## config.mk

```make
export PLATFORM = sky130hd
export DESIGN_NAME = cia_tod_tick_sched
export DESIGN_NICKNAME = d
export VERILOG_FILES = /design/src/rtl/cia_tod_tick_sched.sv
export SDC_FILE = /design/constraint.sdc
export NUM_CORES = 1
export LEC_CHECK = 0
export ABC_AREA = 1
export CAP_MARGIN = 0
export CORE_UTILIZATION = 52
export DETAILED_ROUTE_END_ITERATION = 7
export PLACE_DENSITY = 0.89
export SYNTH_ARGS = -nofsm -noshare
export SYNTH_HDL_FRONTEND = slang
export SYNTH_SLANG_ARGS = --single-unit
```

## constraint.sdc

```tcl
create_clock -name clk -period 2.7 [get_ports clk]
set_clock_uncertainty 0.2 [all_clocks]
set_input_delay 0.54 -clock clk [delete_from_list [all_inputs] [get_ports clk]]
set_output_delay 0.54 -clock clk [all_outputs]
set_load 0.03 [all_outputs]
```

## src/rtl/cia_tod_tick_sched.sv

```systemverilog
// cia_tod_tick_sched: schedules TOD count pulses from an asynchronous tick source.
//   tick_in is synchronised, edge-detected and prescaled (/1, /5 or /6). Each
//   prescaled event is queued, and an IDLE->ISSUE->GAP FSM drains the queue as
//   one-cycle count pulses. The pulses are at least 3 enabled cycles apart, so
//   the TOD carry chain always has time to settle between them.
// Ports:
//   clk        system clock, rising edge
//   reset      synchronous active-high reset, honoured regardless of clk7_en
//   clk7_en    7 MHz enable; all other state only advances while it is high
//   tick_in    asynchronous TOD source
//   div_sel    prescale select: 00=/1, 01=/5, 10=/6, 11=/1
//   hold       defers new issues while the CPU writes TOD
//   clr_ovf    clears the sticky overflow flag
//   count_out  registered TOD count pulse, one enabled cycle wide
//   pending    number of queued ticks that are not yet issued
//   ovf        sticky flag: a tick was dropped because the queue was full
module cia_tod_tick_sched (
  input  logic       clk,
  input  logic       reset,
  input  logic       clk7_en,
  input  logic       tick_in,
  input  logic [1:0] div_sel,
  input  logic       hold,
  input  logic       clr_ovf,
  output logic       count_out,
  output logic [2:0] pending,
  output logic       ovf
);

  typedef enum logic [1:0] {StIdle, StIssue, StGap} state_e;

  state_e     state_q, state_d;
  logic       s0_q, s1_q, s2_q;
  logic [1:0] div_q;
  logic [2:0] presc_q, presc_d;
  logic [2:0] pending_q, pending_d;
  logic       ovf_q, ovf_d;
  logic       count_q, count_d;

  logic       edge_det;
  logic       div_chg;
  logic [2:0] div_m1;
  logic       fire;
  logic       issue;
  logic       drop;

  assign edge_det = s1_q & ~s2_q;
  assign div_chg  = (div_sel != div_q);
  assign issue    = (state_q == StIssue);

  // Terminal prescaler count for the registered divider setting.
  always_comb begin
    div_m1 = 3'd0;
    unique case (div_q)
      2'b01:   div_m1 = 3'd4;
      2'b10:   div_m1 = 3'd5;
      default: div_m1 = 3'd0;
    endcase
  end

  // Prescaler: a divider change restarts the count and swallows that cycle's edge.
  always_comb begin
    presc_d = presc_q;
    fire    = 1'b0;
    if (div_chg) begin
      presc_d = 3'd0;
    end else if (edge_det) begin
      if (presc_q == div_m1) begin
        fire    = 1'b1;
        presc_d = 3'd0;
      end else begin
        presc_d = presc_q + 3'd1;
      end
    end
  end

  // Queue depth and overflow; an event that meets a full queue with no issue is lost.
  always_comb begin
    pending_d = pending_q;
    drop      = 1'b0;
    if (fire && !issue) begin
      if (pending_q == 3'd7) begin
        drop = 1'b1;
      end else begin
        pending_d = pending_q + 3'd1;
      end
    end else if (!fire && issue) begin
      pending_d = pending_q - 3'd1;
    end
    ovf_d = ovf_q;
    if (clr_ovf) begin
      ovf_d = 1'b0;
    end
    // Set wins over clear in the same cycle.
    if (drop) begin
      ovf_d = 1'b1;
    end
  end

  // Issue FSM; count_out is the registered image of the ISSUE state.
  always_comb begin
    state_d = state_q;
    unique case (state_q)
      StIdle:  if (pending_q != 3'd0 && !hold) state_d = StIssue;
      StIssue: state_d = StGap;
      StGap:   state_d = StIdle;
      default: state_d = StIdle;
    endcase
    count_d = (state_d == StIssue);
  end

  always_ff @(posedge clk) begin
    if (reset) begin
      state_q   <= StIdle;
      s0_q      <= 1'b0;
      s1_q      <= 1'b0;
      s2_q      <= 1'b0;
      div_q     <= div_sel;
      presc_q   <= 3'd0;
      pending_q <= 3'd0;
      ovf_q     <= 1'b0;
      count_q   <= 1'b0;
    end else if (clk7_en) begin
      state_q   <= state_d;
      s0_q      <= tick_in;
      s1_q      <= s0_q;
      s2_q      <= s1_q;
      div_q     <= div_sel;
      presc_q   <= presc_d;
      pending_q <= pending_d;
      ovf_q     <= ovf_d;
      count_q   <= count_d;
    end
  end

  assign count_out = count_q;
  assign pending   = pending_q;
  assign ovf       = ovf_q;

endmodule

```

==> impl_metrics.ini <==
[grt]
grt_overflow_total = 0
grt_first_pass_wirelength_mm = 2.960
track_usage_pct = 21.32
antenna_found_initial = 0
first_global_vias = 752
grt_max_degree = 10

[clock_tree]
cts_buffer_depth = 2
cts_hold_buf = 0
cts_buffers = 3
cts_setup_buffers = 0
root_buffer = clkbuf_4
clkSlewWorstSetupHoldPaths_ns = 0.10
htreeDepth = 1
clkSinkCount = 15
insertion_delay_ns = 0.30
cts_tree = yes
cts_resized = 0

[floorplan]
die_w_um = 42.98
rows = 14
coreArea_sq_um = 1541
start_util_pct = 56.66
die_height_um = 42.98
io_pins = 13
die_area_sq_um = 1847

[hold_path]
holdPathStages = 2
min_path_type = reg -> reg
hold_end = count_out
min_from = count_out

[final_layout]
nets = 142
diodes = 0
fin_cells = 146
layout-area-overhead-vs-synth_pct = 19.20
final_util_pct = 67.53
drive_gt1_share_pct = 18.46

[placed_design]
port_buffers = 12
post-dp-hpwl_mm = 1.331
dp.cells = 142
gp_congestion = 0.8326
dp_slack_ns = 0.01075

[setup_path]
critPathMaxStageDelay_ns = 0.42
r2r_start = div_q[0]
path_max_fanout = 3
cp_top_family = simple AND/OR/NAND/NOR gates
required_ns = 2.73
path_class = reg -> reg
r2r-end = pending[2]
crit_top_cell = nand2_1
start_kind = register
slowest_stage = edfxtp_1
cp_cell_sequence = inv_2 -> ha_1 -> nand2_1 -> nand3_2 -> nor2_4 -> nand4_4 -> fa_1 -> inv_1 -> nand2_1 -> nand2_1 -> inv_1 -> nor2_2 -> nor2_1 -> nor2_1
worst_ep_arrival_time_ns = 2.48
worst-path-buf-inv = 3
r2r_slack_ns = 0.26
crit_path_end_kind = register
r2r_cells = 14

[routing]
drt_iter0_markers = 7
post_drt_via_cell_ratio = 5.342
wl_per_cell_um = 11.75
first_pass_iters = 4
ant_nets = 0
routed_wl_mm = 1.716
via_count = 780
drc = 0

[timing]
hold_violations = 0
setup_ws_ns = 0.2572
slew-limit-headroom_pct = 79.16
slew_violations = 0
fmax_mhz = 409.4
worst_pin_slew_ns = 0.3117
fin_setup_tns_ns = 0
setup_violations = 0
whs_ns = 0.2846
finalCritPeriodShare_pct = 90.47
layout_min_cycle_time_ns = 2.443
rsz0062_at_grt = false

[flow_run]
cap_violations = 0

[power]
p_leak_nw = 0.4698
peakVddDrop_uv = 435.1
powerDensity_nw_per_um2 = 452.1

[outcome]
status = finished clean

[synth]
netlist.area_leader.share_pct = 29.80
postSynthCellCount = 114
synth_area_leader_cell = dfxtp_1
syn_nets = 125
synth_seq_area_share_pct = 36.68
synth.avg_cell_area_sq_um = 7.661
synthTopCellsByArea = dfxtp_1, nand2_1, edfxtp_1
synth_cell_types = 26
synth_warnings = 0
synth_area_sq_um = 873.3
synth_seq_cells = 15
[registers in the layout (all words and copies together), names as in the netlist]
| name | cells |
|---|---|
| s0_q | 1 |
| div_q | 2 |
| state_q | 2 |
| ovf | 1 |
| s1_q | 1 |
| count_out | 1 |
| pending | 3 |
| s2_q | 1 |
| presc_q | 3 |
[layout by cell type (no fill, tap or decap)]
cell type and n:
nand2_1 29, inv_1 14, dfxtp_1 13, clkdlybuf4s50_1 12, nand3_1 8, inv_2 6, a21oi_1 6, nor2_1 5
nand3_2 4, nor2_4 3, a211oi_1 3, o21ai_0 3, clkbuf_4 3, o21ai_2 2, nor2_2 2, o22ai_1 2
ha_1 2, edfxtp_1 2, nand2_2 1, nand4_4 1, xnor2_1 1, and3_1 1, nand2_4 1, nand3b_1 1
nor4_1 1, o31ai_1 1, nand4_1 1, fa_1 1, clkinv_2 1
[report_power, final]
| group | total, W | leakage (nW) | switching, W | internal [W] |
|---|---|---|---|---|
| registers | 0.000242 | 0.126 | 0.00000787 | 0.000234 |
| logic | 0.0000952 | 0.326 | 0.0000577 | 0.0000375 |
| clock network | 0.000134 | 0.0177 | 0.0000784 | 0.0000553 |
| total | 0.000471 | 0.470 | 0.000144 | 0.000327 |
[per-layer routing]
metal / routed length, um / share of wire (%) / track usage, % / vias up
met1: 828 / 48 / 25.07 / 365
met2: 816 / 48 / 33.64 / 9
met5: 0 / 0 / 0 / -
met3: 43 / 2.5 / 5.532 / 2
li1: - / - / - / 404
met4: 28 / 1.6 / 14.55 / 0
[final cells by class]
cell class,instances,area (sq um)
Tap cell,16,20.02
Timing Repair Buffer,12,120.1
Multi-Input combinational cell,79,478.0
Inverter,20,75.07
Sequential cell,15,320.3
Clock buffer,3,22.52
Fill cell,136,500.5
Clock inverter,1,5.005
[through the flow]
| step | power [W] | area, sq um |
|---|---|---|
| 2_1_floorplan | 0.0003140 | 873.3 |
| 3_3_place_gp | 0.0003377 | 1013 |
| 3_5_place_dp | 0.0003424 | 1013 |
| 4_1_cts | 0.0004745 | 1041 |
| 5_1_grt | 0.0004958 | 1041 |
| 6_report | 0.0004707 | 1041 |
[cells by family (layout without fill, tap and decap cells)]
family | count (synthesis) | after routing | share of synthesized area, %
XOR/XNOR | 1 | 1 | 1.003
AO/OA/AOI/OAI | 17 | 17 | 12.03
adder cells (fa/ha/maj) | 3 | 3 | 5.157
AND/OR/NAND/NOR | 58 | 58 | 36.53
flip-flops | 15 | 15 | 36.68
buffers and inverters | 20 | 36 | 8.596
[worst max path at each step]
stage | slack [ns] | cells past startpoint | to | start
final | 0.26 | 14 | pending[2] | div_q[0]
after global routing | 0.08 | 14 | pending[2] | div_q[0]
after CTS | 0.26 | 14 | pending[2] | div_q[0]
after detailed placement | 0.01 | 14 | pending[2] | div_sel[1]
after global placement | 0.08 | 14 | pending[2] | div_sel[1]
after floorplan | 0.48 | 14 | pending[2] | div_q[0]
[tightest hold or removal path: stages (launching register included)]
cell	delay, ns
dfxtp_1	0.33
nand3_1	0.07
nand2_1	0.05
[Yosys cell counts, drive strengths merged]
cell,number
nand2,31
inv,20
dfxtp,13
nand3,12
nor2,10
a21oi,6
o21ai,5
a211oi,3
edfxtp,2
ha,2
nand4,2
o22ai,2
and3,1
fa,1
nand3b,1
nor4,1
o31ai,1
xnor2,1
(Power assumes the default switching activity.)
